**src/rtl/mul_hilo_sequencer.sv**
```systemverilog
// Sequencer for the EX-stage multicycle multiply path: MULTU/MADDU start,
// iterate and write back HI/LO; MFHI/MFLO select HI/LO or stall behind a busy multiply.
module mul_hilo_sequencer #(
  parameter int MUL_CYCLES = 32,
  parameter int CNT_W      = 6
) (
  input  logic             clk,
  input  logic             reset,
  input  logic [1:0]       ALUOp,
  input  logic [5:0]       Signal,
  input  logic             nop,
  output logic             mul_start,
  output logic             mul_step,
  output logic             hilo_we,
  output logic             hilo_acc,
  output logic [1:0]       mux_sel,
  output logic             stall,
  output logic             busy,
  output logic [CNT_W-1:0] cycle_cnt
);

  localparam logic [5:0] F_MULTU = 6'b011001;
  localparam logic [5:0] F_MADDU = 6'b011100;
  localparam logic [5:0] F_MFHI  = 6'b010000;
  localparam logic [5:0] F_MFLO  = 6'b010010;

  localparam logic [CNT_W-1:0] LAST_CNT = CNT_W'(MUL_CYCLES - 1);

  typedef enum logic [1:0] {
    IDLE = 2'd0,
    RUN  = 2'd1,
    WB   = 2'd2
  } state_t;

  state_t           state_q, state_d;
  logic [CNT_W-1:0] cnt_q, cnt_d;
  logic             acc_q, acc_d;

  logic vld, is_mul, is_mf;

  always_comb begin
    vld    = (ALUOp == 2'b10) && !nop;
    is_mul = vld && ((Signal == F_MULTU) || (Signal == F_MADDU));
    is_mf  = vld && ((Signal == F_MFHI) || (Signal == F_MFLO));
  end

  always_ff @(posedge clk) begin
    if (reset) begin
      state_q <= IDLE;
      cnt_q   <= '0;
      acc_q   <= 1'b0;
    end else begin
      state_q <= state_d;
      cnt_q   <= cnt_d;
      acc_q   <= acc_d;
    end
  end

  always_comb begin
    state_d   = state_q;
    cnt_d     = cnt_q;
    acc_d     = acc_q;
    mul_start = 1'b0;
    mul_step  = 1'b0;
    hilo_we   = 1'b0;
    hilo_acc  = 1'b0;
    mux_sel   = 2'b00;
    busy      = (state_q != IDLE);
    // Only multiply-class instructions wait on the in-flight sequence.
    stall     = busy && (is_mul || is_mf);
    unique case (state_q)
      IDLE: begin
        if (is_mul) begin
          mul_start = 1'b1;
          acc_d     = (Signal == F_MADDU);
          cnt_d     = '0;
          state_d   = RUN;
        end else if (is_mf) begin
          mux_sel = (Signal == F_MFHI) ? 2'b01 : 2'b10;
        end
      end
      RUN: begin
        mul_step = 1'b1;
        if (cnt_q == LAST_CNT) begin
          cnt_d   = '0;
          state_d = WB;
        end else begin
          cnt_d = cnt_q + 1'b1;
        end
      end
      WB: begin
        // HI/LO is written at the end of this cycle, so readers were held above.
        hilo_we  = 1'b1;
        hilo_acc = acc_q;
        state_d  = IDLE;
      end
      default: state_d = IDLE;
    endcase
  end

  assign cycle_cnt = cnt_q;

endmodule
```
**config.mk**
```make
export PLATFORM = sky130hd
export DESIGN_NAME = mul_hilo_sequencer
export DESIGN_NICKNAME = d
export VERILOG_FILES = /design/src/rtl/mul_hilo_sequencer.sv
export SDC_FILE = /design/constraint.sdc
export NUM_CORES = 1
export LEC_CHECK = 0
export ABC_AREA = 1
export BUFFER_PORTS_ARGS = -buffer_cell sky130_fd_sc_hd__buf_4
export CORE_AREA = 2 2 39 41
export CTS_CLUSTER_SIZE = 20
export DETAILED_ROUTE_END_ITERATION = 16
export DIE_AREA = 0 0 41 43
export PLACE_DENSITY = 0.85
export SLEW_MARGIN = 20
export SYNTH_ARGS = -nofsm -noshare
export SYNTH_HDL_FRONTEND = slang
export SYNTH_SLANG_ARGS = --single-unit
```
**constraint.sdc**
```tcl
create_clock -name clk -period 3.4 [get_ports clk]
set_input_delay 0.17 -clock clk [delete_from_list [all_inputs] [get_ports clk]]
set_output_delay 0.17 -clock clk [all_outputs]
set_load 0.01 [all_outputs]
```
==> results of run 1 <==
-- cell usage after synthesis (all sizes together) (3+ instances only) --
library cell,n
nand2,15
inv,13
nand3,11
nor2,10
dfxtp,9
a21oi,7
nor3,5
nand4,4
o21ai,3
-- worst max path at each step --
| stage | start | to | slack (ps) | cells past startpoint |
|---|---|---|---|---|
| finish | state_q[1] | mux_sel[0] | 1970 | 4 |
| global route | state_q[1] | mux_sel[0] | 1880 | 4 |
| CTS | state_q[1] | mux_sel[0] | 1940 | 4 |
| detailed placement | cycle_cnt[1] | cycle_cnt[0] | 2130 | 6 |
| global placement | cycle_cnt[1] | cycle_cnt[1] | 2190 | 6 |
| floorplan | cycle_cnt[1] | cycle_cnt[3] | 2180 | 6 |
-- flip-flops by register name, indices dropped and copies added, names as in the netlist --
register / flops
acc_q: 1
cycle_cnt: 6
state_q: 2
-- cell type report --
class / instances / area, um^2
multi-input combinational: 59 / 340
clock buffer: 4 / 26.3
inverter: 14 / 56.3
fill: 143 / 581
timing repair buffer: 24 / 180
tap: 16 / 20.0
sequential: 9 / 180
-- critical path, cell delays in order, from the launching register on --
cell and delay, ps:
dfxtp_1 350, nor2_2 210, inv_1 90, nor3_1 190
buf_4 150
-- cells by family after synthesis --
logic type      after synthesis
compound gates               11
fa+ha+maj                     1
buf+inv                      15
flops                         9
simple gates                 47
-- power by group through the flow --
stage | sequential, uW | combinational, uW | clock (uW)
after floorplan | 108 | 10.0 | 0
after global placement | 108 | 21.0 | 0
after detailed placement | 108 | 21.4 | 0
after CTS | 106 | 21.5 | 83.7
after global routing | 106 | 23.4 | 91.5
final | 106 | 21.5 | 81.2
-- routing by layer --
metal	share of wire (%)	vias to the layer above
met2	47	30
met1	40	292
met5	0	-
met4	2.1	0
met3	10	3
li1	-	334
-- stage by stage --
step,total power (uW),hold slack (ps)
after floorplan,118,394
after global placement,129,428
after detailed placement,129,427
after CTS,211,152
after global routing,220,156
final,208,160
==> reports/metrics.yaml, run 1 <==
fin_setup_tns_ps: 0
cts_setup_buffers: 0
cts_resized: 0
yosys_warnings: 0
finalWorstSetupSlack_ps: 1970
synthArstFlopShare_pct: 0
io_pins: 25
synth_fp_nets: 95
synth_compound_area_share_pct: 11.2
crit_arrival_ps: 1260
power_frac_clock_pct: 39.0
routed_wl_um: 1310
synthFlopType: "dfxtp_1"
layout_commonest_cell: "buf_4"
grt_max_degree: 11
power.leakage_uw: 0.000365
die_x_um: 41
first_iter_violations: 13
wire_per_inst_um: 10.4
synth_edf_count: 0
seqPwrFrac_pct: 50.7
grt.total_usage_pct: 16.5
grt_use_met3_pct: 3.66
setup_viol: 0
netlist.top_cell.by_area: "dfxtp_1"
start_kind: "flop"
clock_latency_ps: 260
end_kind: "output pin"
finalNonFillerCells: 126
vias: 659
syn_area_um2: 581
tritoncts: "built"
vdd_drop_max_v: 0.000191
synthMuxAreaShare_pct: 0
hold_path_depth: 2
portBuffers: 24
post-route-util_pct: 58.0
initial_core_util_pct: 42.0
route.detailed.drc: 0
worstMarginPinSlew_ps: 230
r2r-end: "cycle_cnt[0]"
ant_nets: 0
synth_xor_area_share_pct: 0
r2r_start: "cycle_cnt[0]"
fin_area_um2: 803
slew-limit-headroom_pct: 84.7
finalHoldViolCount: 0
fmax_ghz: 0.699
hold_path.class: "primary input to flop"
grt-ovfl-total: 0
rrSetupSlack_ps: 2120
met1_usage_pct: 17.0
status: "complete, no violations"
worstSetupPathType: "flop to output pin"
ys_types: 23
internal-power_uw: 161
min_period_ps: 1430
synthAdderAreaFrac_pct: 2.16
reg2regPathDepth: 6
std_cell_rows: 14
period_share_pct: 42.1
htreeDepth: 1
slew_viol_final: 0
ys_ff_latch: 9
synth_top_family_by_area: "simple AND/OR/NAND/NOR gates"
busiest_layer: "met2"
grt_pass1_wl_um: 1980
comb_power_share_pct: 10.3
synth_area_per_cell_um2: 6.99
cts_buffers: 3
hold_buffers: 0
ys_top_cells_by_area: "dfxtp_1 (31%), nand3_1 (9.5%), nand2_1 (9.1%)"
grt_pass1_vias: 538
dp_cells: 122
max-cap-violations: 0
worst-path-max-fanout: 4
cts.sinks: 9
core_um2: 1380
clockBufferDepth: 2
fin_worst_skew_ps: 5.01
dpl_cell_area_um2: 777
die_h_um: 43
p_per_area_nw_per_um2: 259
yosysTopAreaCellShare_pct: 31.0
synth-simple-area-share_pct: 45.3
ctsRootBufferMaster: "clkbuf_4"
place_congestion: 0.769
dp_hpwl_um: 1050
p_switching_uw: 47.4
cts.clk_slew.worst_paths_ps: 60
sw_frac_of_total_pct: 22.7
firstDrtPassIters: 5
area_growth_pct: 38.4
mostFrequentLayoutCells: "buf_4 (24), nand2_1 (14), nand3_1 (11)"
synth_seq_area_share_pct: 31.0
drive_gt1_share_pct: 38.2
required_ps: 3230
antennaDiodeCount: 0
syn_inst: 83
dieArea_um2: 1760
worstHoldStart: "reset"
antenna_found_initial: 0
gr-usage-met2_pct: 27.8
rsz0062_at_grt: "no"
final_nets: 123
min_to: "acc_q"
viasPerCell: 5.23
preCtsSetupSlack_ps: 2130
(Power assumes the default switching activity.)
==> run 2: changes to the inputs <==
Settings changed: ABC_AREA 1 to 0, CORE_AREA 2 2 39 41 to default, CORE_MARGIN from default to 2, CORE_UTILIZATION from default to 39, DIE_AREA 0 0 41 43 to default, PLACE_DENSITY 0.85 to 0.82.
Clock period 3.4 ns to 1.3 ns, I/O delays scaled along.
==> run 2 against run 1 <==
Net effect: the run now ends with negative setup slack left; wire length is 24% higher; sequential share of layout area down 3.1 points; area after synthesis is 5.4% lower; synthesized cell count down 30%; final cell count fell by 8.7%; critical endpoint is now stall.
==> reports/metrics.yaml, run 2 <==
vias: 607
yosysTopAreaCellShare_pct: 32.8
worstSetupPathType: "flop to output pin"
fin_setup_tns_ps: -415
finalHoldViolCount: 0
rsz0062_at_grt: "yes"
ys_types: 32
grt_pass1_wl_um: 2320
grt_max_degree: 9
clockBufferDepth: 2
synth_fp_nets: 70
power.leakage_uw: 0.000465
finalWorstSetupSlack_ps: -108
antennaDiodeCount: 0
area_growth_pct: 79.3
portBuffers: 24
end_kind: "output pin"
netlist_top_cells_count: "dfxtp_1 (9), nand2_1 (4), nor2_1 (4), xnor2_1 (3)"
firstDrtPassIters: 3
seq_area_um2: 190
synth_top_family_by_area: "simple AND/OR/NAND/NOR gates"
max-cap-violations: 0
min_period_ps: 1410
worst-path-max-fanout: 2
critPathLaunch: "state_q[1]"
ys_ff_latch: 9
dieArea_um2: 1720
fmax_ghz: 0.710
ctsRootBufferMaster: "clkbuf_4"
cts_buffers: 3
netlist.top_cell.by_area: "dfxtp_1"
worstMarginPinSlew_ps: 349
route.detailed.drc: 0
synthAdderAreaFrac_pct: 2.28
setup_viol: 7
dp_hpwl_um: 1080
first_iter_violations: 5
yosysMostFrequentCell: "dfxtp_1"
multiInputGateArea_um2: 438
die_x_um: 41.5
clock_latency_ps: 270
grt.total_usage_pct: 17.7
cts.clk_slew.worst_paths_ps: 60
preCtsSetupSlack_ps: -11.9
synthMuxAreaShare_pct: 2.73
std_cell_rows: 13
ys_top_cells_by_area: "dfxtp_1 (33%), nor3_4 (5.9%), xnor2_1 (4.8%)"
start_kind: "flop"
antenna_found_initial: 0
p_per_area_nw_per_um2: 578
die_h_um: 41.5
syn_inst: 58
synthFlopType: "dfxtp_1"
hold_path.class: "primary input to flop"
yosys_warnings: 0
violations: "negative setup slack"
synth_edf_count: 0
synth-simple-area-share_pct: 41.2
fin_worst_skew_ps: 2.56
synthArstFlopShare_pct: 0
grt-ovfl-total: 0
place_congestion: 0.773
status: "finished, violations left"
slew_viol_final: 0
slew-limit-headroom_pct: 76.6
layout_commonest_cell: "buf_4"
synth_compound_area_share_pct: 14.1
vdd_drop_max_v: 0.000502
hold_buffers: 0
synth_area_per_cell_um2: 9.47
ant_nets: 0
synth_seq_area_share_pct: 32.8
htreeDepth: 1
wire_per_inst_um: 14.2
tritoncts: "built"
r2r_start: "state_q[1]"
grt_pass1_vias: 560
required_ps: 1240
initial_core_util_pct: 42.2
drive_gt1_share_pct: 64.0
routed_wl_um: 1630
crit_arrival_ps: 1340
period_share_pct: 108
viasPerCell: 5.28
p_total_uw: 569
nFillCells: 95
final_nets: 113
worstHoldStart: "reset"
mostFrequentLayoutCells: "buf_4 (34), dfxtp_1 (5), nor2_1 (4), buf_6 (4)"
hold_ws_ps: 53.9
hold_path_depth: 2
core_um2: 1300
synth_xor_area_share_pct: 4.78
io_pins: 25
syn_area_um2: 549
reg2regPathDepth: 6
largest_reg_flops: 6
cts.sinks: 9
[run 2: cell count changes in the layout (fill, tap and decap cells not counted), sizes merged, moves of 3 or more]
cell	previous run	this run
nor2	10	4
a21oi	7	0
nand4	4	1
inv	13	3
nand2	15	4
nand3	11	2
xnor2	0	3
buf	24	38
[run 2: stage by stage]
stage               instance area (um^2)  instances  util, %
finish                               985        115     75.7
global route                         985        115     75.7
detailed placement                   841        106     64.6
floorplan                            574         58        -
CTS                                  912        113     70.1
global placement                     841        106     64.6
[run 2: path summary, 6_finish.rpt]
kind                                      to  slack [ps]
worst min-delay path            cycle_cnt[4]          50
worst min register to register         acc_q         470
worst max-delay path                   stall        -110
worst max register to register  cycle_cnt[3]         -20
[run 2: area by class of cell]
class | count | share of cell area [%]
inverter | 3 | 1.14
timing repair buffer | 38 | 30.5
sequential | 9 | 19.3
multi-input combinational | 46 | 44.5
clock buffer | 4 | 2.67
tap | 15 | 1.91
[run 2: routing by layer]
| metal | up-vias | wire, um | track usage (%) |
|---|---|---|---|
| met3 | 7 | 91 | 4.35 |
| li1 | 295 | - | - |
| met2 | 26 | 843 | 30.3 |
| met5 | - | 0 | 0 |
| met1 | 279 | 621 | 18.6 |
| met4 | 0 | 71 | 12.9 |
[run 2: logic make-up (layout without fill, tap and decap cells)]
family / Yosys count / after routing
AND/OR/NAND/NOR: 31 / 31
multiplexers: 1 / 1
AO/OA/AOI/OAI: 10 / 10
flip-flops: 9 / 9
adder cells (fa/ha/maj): 1 / 1
buffers and inverters: 3 / 45
XOR/XNOR: 3 / 3
[run 2: worst max-delay path, stage by stage (launching register included)]
cell and delay (ps):
dfxtp_2 330, or2_4 260, buf_4 140, buf_6 110, o211a_1 120, buf_6 120
[run 2: timing repair]
action	CTS	global route
setup buffers	3	2
cloned	0	0
endpoints found under the setup margin	4	9
pin swaps	4	3
resized for setup	7	13
[run 2: power breakdown]
| part | total [uW] | internal, uW | leakage, uW | switching, uW |
|---|---|---|---|---|
| Combinational | 72.0 | 38.6 | 0.000374 | 33.5 |
| Clock | 225 | 119 | 0.0000150 | 106 |
| Sequential | 272 | 272 | 0.0000751 | 0.232 |
| Total | 569 | 429 | 0.000465 | 140 |
==> run 3: changes to the inputs <==
--- a/config.mk
+++ b/config.mk
@@ -12,4 +12,5 @@
 export CTS_CLUSTER_SIZE = 20
 export DETAILED_ROUTE_END_ITERATION = 16
+export HOLD_SLACK_MARGIN = 0.05
 export PLACE_DENSITY = 0.82
 export SLEW_MARGIN = 20
==> constraint.sdc (replaced) <==
create_clock -name clk -period 1.3 [get_ports clk]
set_input_delay 0.13 -clock clk [delete_from_list [all_inputs] [get_ports clk]]
set_output_delay 0.13 -clock clk [all_outputs]
set_load 0.01 [all_outputs]
==> run 3 against run 2 <==
Net effect: the flow still finishes with violations (negative setup slack); design area is 0.13% higher; fmax is 4.4% lower; non-clock buffer count is 2 higher; die area stayed put; combinational power is 5.3% lower; setup slack worse by 65 ps; count of clock-buffer cells in the layout is 1 lower; total power is 2.5% lower; wire length is 8.0% lower; sequential power hardly changed; first-iteration DRC count is 20% lower.
==> reports/metrics.yaml, run 3 (synthesis results as in run 2) <==
std_cell_rows: 13
comb_power_share_pct: 12.3
seq_area_um2: 190
preCtsSetupSlack_ps: -56.2
first_iter_violations: 4
hold_path.class: "primary input to flop"
crit_cells: 5
vias: 614
slowest_delay_ps: 320
internal-power_uw: 423
vdd_drop_max_v: 0.000675
met3WireLength_um: 106
place_congestion: 0.762
start_kind: "flop"
period_share_pct: 113
slew_viol_final: 0
crit_arrival_ps: 1340
final_nets: 115
sw_frac_of_total_pct: 23.8
rsz0062_at_grt: "yes"
tritoncts: "built"
die_x_um: 41.5
portBuffers: 24
grt_pass1_wl_um: 2510
worstMarginPinSlew_ps: 321
status: "finished, violations left"
initial_core_util_pct: 42.2
largest_reg_flops: 6
seqPwrFrac_pct: 49.0
htreeDepth: 1
reg2regPathDepth: 6
firstDrtPassIters: 4
top_layer: "met4"
routed_wl_um: 1500
worst-path-max-fanout: 4
finalHoldViolCount: 0
slowest_stage: "dfxtp_2"
antennaDiodeCount: 0
viasPerCell: 5.25
power_frac_clock_pct: 38.7
dp_hpwl_um: 1100
layout_commonest_cell: "buf_4"
grt.total_usage_pct: 18.4
min_period_ps: 1470
dieArea_um2: 1720
p_per_area_nw_per_um2: 563
antenna_found_initial: 0
power.leakage_uw: 0.000462
crit_buf_inv: 1
multiInputGateArea_um2: 419
route.detailed.drc: 0
cts_buffers: 3
required_ps: 1170
p_switching_uw: 132
slew-limit-headroom_pct: 78.5
nFillCells: 100
hold_path_depth: 2
met2_length_um: 775
finalNonFillerCells: 117
met1_length_um: 576
cts.sinks: 9
setup_viol: 6
ctsRootBufferMaster: "clkbuf_4"
dp_cells: 106
finalWorstSetupSlack_ps: -174
grt_pass1_vias: 590
clockBufferDepth: 2
worstSetupPathType: "flop to output pin"
grt-ovfl-total: 0
mostFrequentLayoutCells: "buf_4 (35), dfxtp_1 (5), buf_6 (5)"
grt_max_degree: 9
max-cap-violations: 0
crit_family: "simple AND/OR/NAND/NOR gates"
core_um2: 1300
wire_per_inst_um: 12.8
ant_nets: 0
die_h_um: 41.5
io_pins: 25
area_growth_pct: 79.5
drive_gt1_share_pct: 66.7
fin_worst_skew_ps: 5.24
cp_cell_sequence: "or2_4 -> nor3_4 -> nand2_1 -> nor2_1 -> buf_4"
end_kind: "output pin"
violations: "negative setup slack"
cts.clk_slew.worst_paths_ps: 70
clock_latency_ps: 260
fmax_ghz: 0.679
-- run 3: area by class of cell --
cell class / count / area share, %
sequential: 9 / 19.3
tap: 15 / 1.90
timing repair buffer: 40 / 32.4
multi-input combinational: 46 / 42.5
clock inverter: 1 / 0.508
inverter: 3 / 1.14
clock buffer: 3 / 2.28
-- run 3: worst reg2reg max path, cell delays in order, from the launching register on --
cell	delay [ps]
dfxtp_2	320
buf_4	130
buf_6	120
nor3b_4	240
o31ai_4	120
o31ai_2	220
a21o_1	110
-- run 3: layer usage --
layer  up-vias  global-route usage, %
met1       284                   18.9
met5         -                      0
met4         0                   11.6
met2        27                   33.4
met3         4                   3.91
li1        299                      -
-- run 3: worst paths after layout --
path	startpoint	to	slack, ps
max reg2reg	state_q[1]	cycle_cnt[3]	-10
min reg2reg	acc_q	acc_q	480
max	state_q[1]	mux_sel[0]	-170
min	reset	cycle_cnt[4]	120
-- run 3: power by group through the flow --
stage	Combinational (uW)	Sequential [uW]	Clock, uW
6_report	68.2	272	215
3_3_place_gp	62.7	278	0
3_5_place_dp	65.1	278	0
4_1_cts	68.0	272	215
2_1_floorplan	28.5	279	0
5_1_grt	73.3	272	240
-- run 3: what timing repair did --
action | CTS | global route
gates resized for setup | 10 | 10
setup endpoints to repair | 4 | 9
setup buffers | 4 | 3
pin swaps | 6 | 3
gates cloned | 0 | 0
hold buffers | 0 | 0
-- run 3: stage by stage --
stage / utilization, % / hold slack, ps / power (uW) / setup TNS (ps) / instance area [um^2]
2_1_floorplan: - / 207 / 307 / 0 / 574
3_3_place_gp: 64.6 / 377 / 341 / -2.87 / 841
3_5_place_dp: 64.6 / 380 / 343 / -77.0 / 841
4_1_cts: 71.9 / 122 / 555 / -459 / 936
5_1_grt: 75.8 / 119 / 585 / -1060 / 986
6_report: 75.8 / 119 / 555 / -684 / 986
